`src/rtl/bram_ctrl_pkg.sv`:
```
// Shared types and sizes for the block-RAM port controller.
package bram_ctrl_pkg;

    localparam int ADDR_W         = 12;
    localparam int DATA_W         = 4;
    localparam int RSP_FIFO_DEPTH = 3;

    // RESET: held by RST, or the one cycle after it is released (clear pending)
    // CLEAR: sweeping every location to the fill value
    // RUN  : servicing the request stream
    // DRAIN: clear requested, waiting for the in-flight read to land
    typedef enum logic [1:0] {
        ST_RESET = 2'd0,
        ST_CLEAR = 2'd1,
        ST_RUN   = 2'd2,
        ST_DRAIN = 2'd3
    } state_t;

endpackage

```
`src/rtl/bram_rsp_fifo.sv`:
```
// Small in-order synchronous FIFO with an occupancy count.
// Push and pop in the same cycle leave the count unchanged; a push into a
// full FIFO is only taken when a pop frees a slot in the same cycle.
module bram_rsp_fifo #(
    parameter int DEPTH = 3,
    parameter int WIDTH = 4,
    localparam int PW = (DEPTH > 1) ? $clog2(DEPTH) : 1,
    localparam int CW = $clog2(DEPTH + 1)
) (
    input  logic             clk,
    input  logic             rst,
    input  logic             push,
    input  logic [WIDTH-1:0] din,
    input  logic             pop,
    output logic [WIDTH-1:0] dout,
    output logic [CW-1:0]    cnt
);

    logic [WIDTH-1:0] mem [DEPTH];
    logic [PW-1:0]    wr_ptr;
    logic [PW-1:0]    rd_ptr;
    logic             do_push;
    logic             do_pop;

    function automatic logic [PW-1:0] ptr_inc(input logic [PW-1:0] p);
        return (p == PW'(DEPTH - 1)) ? '0 : p + PW'(1);
    endfunction

    assign do_pop  = pop && (cnt != '0);
    assign do_push = push && ((cnt != CW'(DEPTH)) || do_pop);
    assign dout    = mem[rd_ptr];

    // Storage is data only; validity is tracked by cnt, so no reset needed.
    always_ff @(posedge clk) begin
        if (do_push) mem[wr_ptr] <= din;
    end

    // Pointers and count.
    always_ff @(posedge clk) begin
        if (rst) begin
            wr_ptr <= '0;
            rd_ptr <= '0;
            cnt    <= '0;
        end else begin
            if (do_push) wr_ptr <= ptr_inc(wr_ptr);
            if (do_pop)  rd_ptr <= ptr_inc(rd_ptr);
            cnt <= cnt + CW'(do_push) - CW'(do_pop);
        end
    end

endmodule

```
`src/rtl/bram_s4_port_ctrl.sv`:
```
// Initiator for one port of a 4096 x 4 block RAM: request stream in,
// ADDR/DI/EN/WE/SSR pins out, read data back through a skid FIFO sized to
// cover the RAM's one-cycle read latency. Sweeps the array to FILL after
// reset and on clr_start.
module bram_s4_port_ctrl
    import bram_ctrl_pkg::*;
#(
    parameter logic [DATA_W-1:0] FILL       = 4'h0,
    parameter int                DEPTH_LOG2 = ADDR_W
) (
    input  logic                  CLK,
    input  logic                  RST,
    input  logic                  clr_start,
    output logic                  clr_busy,
    input  logic                  req_valid,
    output logic                  req_ready,
    input  logic                  req_we,
    input  logic [DEPTH_LOG2-1:0] req_addr,
    input  logic [DATA_W-1:0]     req_wdata,
    output logic                  rsp_valid,
    input  logic                  rsp_ready,
    output logic [DATA_W-1:0]     rsp_rdata,
    output logic [DEPTH_LOG2-1:0] ADDR,
    output logic [DATA_W-1:0]     DI,
    output logic                  EN,
    output logic                  WE,
    output logic                  SSR,
    input  logic [DATA_W-1:0]     DO
);

    localparam int CNT_W = $clog2(RSP_FIFO_DEPTH + 1);

    state_t                state;
    state_t                state_nx;
    logic [DEPTH_LOG2-1:0] clr_addr;
    logic                  pend;
    logic [CNT_W-1:0]      fifo_cnt;
    logic [DATA_W-1:0]     fifo_head;
    logic [CNT_W:0]        occ;
    logic                  pop;

    // Reads in flight plus buffered responses; ready only while a new read
    // is guaranteed a FIFO slot, independent of rsp_ready.
    assign occ = {1'b0, fifo_cnt} + {{CNT_W{1'b0}}, pend};

    // Output reset of the RAM is never used.
    assign SSR = 1'b0;

    assign rsp_valid = !RST && (fifo_cnt != '0);
    assign rsp_rdata = rsp_valid ? fifo_head : '0;
    assign pop       = rsp_valid && rsp_ready;

    // State register.
    always_ff @(posedge CLK) begin
        if (RST) state <= ST_RESET;
        else     state <= state_nx;
    end

    // Next state and pin muxing; RST forces every output low combinationally.
    always_comb begin
        state_nx  = state;
        clr_busy  = 1'b0;
        req_ready = 1'b0;
        EN        = 1'b0;
        WE        = 1'b0;
        ADDR      = '0;
        DI        = '0;
        case (state)
            ST_RESET: state_nx = ST_CLEAR;
            ST_CLEAR: if (clr_addr == '1) state_nx = ST_RUN;
            ST_RUN:   if (clr_start) state_nx = ST_DRAIN;
            ST_DRAIN: if (!pend) state_nx = ST_CLEAR;
            default:  state_nx = ST_RESET;
        endcase
        if (!RST) begin
            case (state)
                ST_RESET: clr_busy = 1'b1;
                ST_CLEAR: begin
                    clr_busy = 1'b1;
                    EN       = 1'b1;
                    WE       = 1'b1;
                    ADDR     = clr_addr;
                    DI       = FILL;
                end
                ST_RUN: begin
                    req_ready = (occ < (CNT_W + 1)'(RSP_FIFO_DEPTH));
                    EN        = req_valid && req_ready;
                    WE        = EN && req_we;
                    ADDR      = req_addr;
                    DI        = req_wdata;
                end
                ST_DRAIN: clr_busy = 1'b1;
                default: ;
            endcase
        end
    end

    // Sweep counter; wraps back to 0 on the last location so the next
    // clear starts from the bottom again.
    always_ff @(posedge CLK) begin
        if (RST)                    clr_addr <= '0;
        else if (state == ST_CLEAR) clr_addr <= clr_addr + 1'b1;
    end

    // A read issued this cycle has DO valid next cycle.
    always_ff @(posedge CLK) begin
        if (RST) pend <= 1'b0;
        else     pend <= EN && !WE;
    end

    bram_rsp_fifo #(
        .DEPTH (RSP_FIFO_DEPTH),
        .WIDTH (DATA_W)
    ) u_rsp_fifo (
        .clk  (CLK),
        .rst  (RST),
        .push (pend),
        .din  (DO),
        .pop  (pop),
        .dout (fifo_head),
        .cnt  (fifo_cnt)
    );

endmodule

```
`config.mk`:
```
export PLATFORM = sky130hd
export DESIGN_NAME = bram_s4_port_ctrl
export DESIGN_NICKNAME = d
export VERILOG_FILES = /design/src/rtl/bram_ctrl_pkg.sv /design/src/rtl/bram_rsp_fifo.sv /design/src/rtl/bram_s4_port_ctrl.sv
export SDC_FILE = /design/constraint.sdc
export NUM_CORES = 1
export LEC_CHECK = 0
export CAP_MARGIN = 30
export CELL_PAD_IN_SITES_DETAIL_PLACEMENT = 1
export CELL_PAD_IN_SITES_GLOBAL_PLACEMENT = 1
export CORE_AREA = 2 2 72 74
export DETAILED_ROUTE_END_ITERATION = 8
export DIE_AREA = 0 0 74 76
export GPL_TIMING_DRIVEN = 0
export MAX_ROUTING_LAYER = met4
export PLACE_DENSITY_LB_ADDON = 0.1
export SLEW_MARGIN = 25
export SYNTH_ARGS = -nofsm -noshare
export SYNTH_HDL_FRONTEND = slang
export SYNTH_SLANG_ARGS = --single-unit
```
`constraint.sdc`:
```
create_clock -name CLK -period 3.9 [get_ports CLK]
set_input_delay 0.78 -clock CLK [delete_from_list [all_inputs] [get_ports CLK]]
set_output_delay 0.78 -clock CLK [all_outputs]
set_load 0.03 [all_outputs]
```
==> out/results.ini <==
[setup_path]
timing.critical_path.arrival_ns=2.90
timing_worst_setup_path_type=in -> out
worst_path_dominant_cell_family=buffers and inverters
cpMaxStageDelayCell=sky130_fd_sc_hd__clkdlybuf4s50_1
critical_path.cell_chain=clkdlybuf4s50_1 -> or2_0 -> clkbuf_1 -> clkbuf_1 -> nor2_1 -> clkdlybuf4s50_1
crit_path_buffers_inverters=4
crit_start=RST
cp-end-kind=output port
worstPathRequired_ns=3.12
regToRegStartpoint=u_rsp_fifo.cnt[0]
timing.critical_path.slowest_cell_delay_ns=0.61
critical_path_peak_fanout=10
startpoint_type=input pin

[global_routing]
globalRouteOverflowTotal=0
grt.total_usage_pct=16.46
grt_antenna_before_repair=0
grt_max_degree=12
wire_length_of_the_first_global_routing_pass_mm=7.044
first_global_vias=1573

[placed_design]
numPlacedInstances=311
gp_congestion=0.8020
dpl.hpwl_mm=3.184
place.port_buffers=50

[synth]
postSynthRegisterBits=35
fraction_of_the_mapped_netlist_area_in_compound_gates_pct=12.59
synth_fa_ha_area_share_pct=5.722
count_of_flip_flops_with_a_built_in_enable_after_synthesis=12
netlist-cell-type-count=40
synth_seq_area_share_pct=46.92
synth_async_sr_flop_share_pct=0
muxShareOfSynthArea_pct=4.077
ys_dominant_reg_cell=sky130_fd_sc_hd__dfxtp_1
combinational_family_with_the_most_area_after_synthesis=simple AND/OR/NAND/NOR gates
post_synth_instance_area_um2=1749
mapped_cells=191
synth_nets=225
synth_warnings=0
synth_area_per_cell_um2=9.158
simple_gate_share_of_the_synthesized_area_pct=20.46
yosys.area_share.xor_xnor_pct=5.007

[timing]
final_hold_viol_count=0
post_route_skew_ns=0.002659
final_min_period_over_clock_period_pct=94.28
tightestPinTransition_ns=0.7988
final_period_minus_worst_setup_slack_ns=3.677
fin_setup_tns_ns=0
worst_slew_margin_rel_pct=46.63
grt_setup_unrepaired=no
drv_slew=0
fmax_mhz=272.0
report.final.setup_viol=0

[layout]
filler_cell_count=570
antenna_cells=0
final_layout_size_suffix_gt1_share_pct=5.221
ff_latch_area_um2=820.8
area_growth_pct=38.27
finalNonFillerCells=319
final_net_count=282
utilization_pct=49.24
multi_input_combinational_cell_area_um2=840.8

[outcome]
run_status=complete, no violations

[routing]
detailedRoute.firstPassIterationCount=4
drc_errors=0
wirelength_routed_mm=4.160
drtIter0Drc=45
dr_total_vias=1500
route.antenna.remaining_nets=0
detail_route.vias_per_cell=4.702
wl_per_cell_um=13.04

[power]
switching_share_pct=30.71
power_density_nw_per_um2=369.9
power_frac_clock_pct=27.5
post-layout-total-power_mw=0.8945
vdd_ir_drop_max_uv=151.5
seqPwrFrac_pct=46.0
power.internal_mw=0.6198
p_sw_mw=0.2747
static-leakage-power_nw=0.8732
combPwrFrac_pct=26.5

[clock_network]
cts-root-to-sink-buffers=2
cts.repair_timing.setup_buffer_count=0
cts_resized=0
cts_clk_pin_slew_worst_paths_ns=0.07
tritoncts_sink_count=35
worstSkewPairLatency_ns=0.28
numCtsBuffers=5
post_cts_hold_buffer_count=0
clockRootBuffer=sky130_fd_sc_hd__clkbuf_8
cts_max_level=2
tritoncts=yes

[job]
drv.max_cap_violation_count=0

[die]
chipHeight_um=76
ios=52
design.core.area_um2=4912
floorplan.die_area_um2=5624
floorplan.rows=26
die_x_um=74
starting_density_of_the_core_pct=35.61

[min_path]
hold_path.class=reg -> reg
holdCritStartpoint=u_rsp_fifo.wr_ptr[0]

cells in the mapped netlist, types with 3 or more instances:
library cell               instances  share of area [%]
sky130_fd_sc_hd__a21oi_1           9                2.6
sky130_fd_sc_hd__a22oi_1          12                5.2
sky130_fd_sc_hd__and2_1            5                1.8
sky130_fd_sc_hd__clkbuf_1          7                1.5
sky130_fd_sc_hd__dfxtp_1          23                 26
sky130_fd_sc_hd__edfxtp_1         12                 21
sky130_fd_sc_hd__ha_1              8                5.7
sky130_fd_sc_hd__inv_1            11                2.4
sky130_fd_sc_hd__mux2i_1           6                3.4
sky130_fd_sc_hd__nand2_1          11                2.4
sky130_fd_sc_hd__nand4_1           4                1.4
sky130_fd_sc_hd__nor2_1           35                7.5
sky130_fd_sc_hd__nor3_1            3               0.86
sky130_fd_sc_hd__nor4_1            3                1.1
sky130_fd_sc_hd__o21ai_0           3               0.86
sky130_fd_sc_hd__or3_1             3                1.1
sky130_fd_sc_hd__xnor2_1           6                3.0
sky130_fd_sc_hd__xor2_1            4                2.0
state kept, by name, summed over array words and instances, names as in the netlist, named ones only:
signal / cells
clr_addr: 12
u_rsp_fifo.wr_ptr: 2
state: 2
pend: 1
u_rsp_fifo.cnt: 2
u_rsp_fifo.rd_ptr: 2
u_rsp_fifo.mem: 12
layout make-up:
| type | instances | area share (%) |
|---|---|---|
| inverter | 12 | 1.862 |
| multi-input combinational | 134 | 34.76 |
| buffer | 10 | 1.759 |
| timing repair buffer | 50 | 20.69 |
| clock buffer | 6 | 3.001 |
| sequential | 35 | 33.94 |
| tap | 70 | 3.621 |
| clock inverter | 2 | 0.3621 |
power groups by stage:
stage	sequential [mW]	clock (mW)	combinational, mW
floorplan	0.415	0	0.151
global placement	0.419	0	0.237
detailed placement	0.420	0	0.240
CTS	0.412	0.256	0.241
global route	0.414	0.269	0.264
finish	0.412	0.246	0.237
worst paths after layout:
check	to	slack (ns)	cells past startpoint
setup / recovery	ADDR[7]	0.22	6
hold / removal	u_rsp_fifo.wr_ptr[0]	0.49	2
setup reg to reg	u_rsp_fifo.cnt[1]	1.97	8
hold reg to reg	u_rsp_fifo.wr_ptr[0]	0.49	2
per-layer routing:
| layer | routed length, µm | vias up | track usage, % | part of all wire (%) |
|---|---|---|---|---|
| met3 | 153 | 5 | 3.968 | 3.7 |
| li1 | - | 767 | - | - |
| met4 | 47 | 0 | 5.455 | 1.1 |
| met1 | 1838 | 700 | 19.35 | 44 |
| met2 | 2121 | 28 | 27.23 | 51 |
| met5 | 0 | - | - | 0 |
worst reg2reg max path: stages, from the launching register on:
cell and delay, ns:
sky130_fd_sc_hd__dfxtp_1 0.35, sky130_fd_sc_hd__o21bai_1 0.46, sky130_fd_sc_hd__nor2_1 0.13, sky130_fd_sc_hd__ha_1 0.30, sky130_fd_sc_hd__inv_1 0.04, sky130_fd_sc_hd__ha_1 0.18, sky130_fd_sc_hd__xor2_1 0.18, sky130_fd_sc_hd__xnor2_1 0.14
sky130_fd_sc_hd__nor2_1 0.05
through the flow:
| step | setup WS, ns | cell area [µm²] | hold WS, ns |
|---|---|---|---|
| 6_report | 0.2232 | 2419 | 0.4899 |
| 5_1_grt | 0.01662 | 2419 | 0.5246 |
| 4_1_cts | 0.1575 | 2419 | 0.4919 |
| 3_5_place_dp | 0.1605 | 2337 | 0.4812 |
| 3_3_place_gp | 0.1323 | 2337 | 0.4695 |
| 2_1_floorplan | 0.6691 | 1749 | 0.4541 |
cells by family (layout without fill, tap and decap cells):
group | Yosys count | count (layout)
fa+ha+maj | 8 | 8
buf+inv | 22 | 80
simple gates | 75 | 75
xor+xnor | 10 | 10
mux | 7 | 7
other cells | 1 | 1
flops | 35 | 35
compound gates | 33 | 33
layout by cell type (no fill, tap or decap), drive strengths merged:
cell type      count
clkdlybuf4s50     50
nor2              35
dfxtp             23
clkbuf            13
a22oi             12
edfxtp            12
inv               12
nand2             11
a21oi             10
ha                 8
mux2i              6
xnor2              6
and2               5
o21ai              5
nand4              4
xor2               4
or3                3
nor3               3
nor4               3
buf                3
nor2b              2
nor3b              2
nand3              2
or2                2
clkinv             2
o21bai             1
a41oi              1
o21a               1
a2111oi            1
and4               1
a22o               1
mux2               1
or4                1
nand2b             1
o21ba              1
conb               1
(Power assumes the default switching activity.)
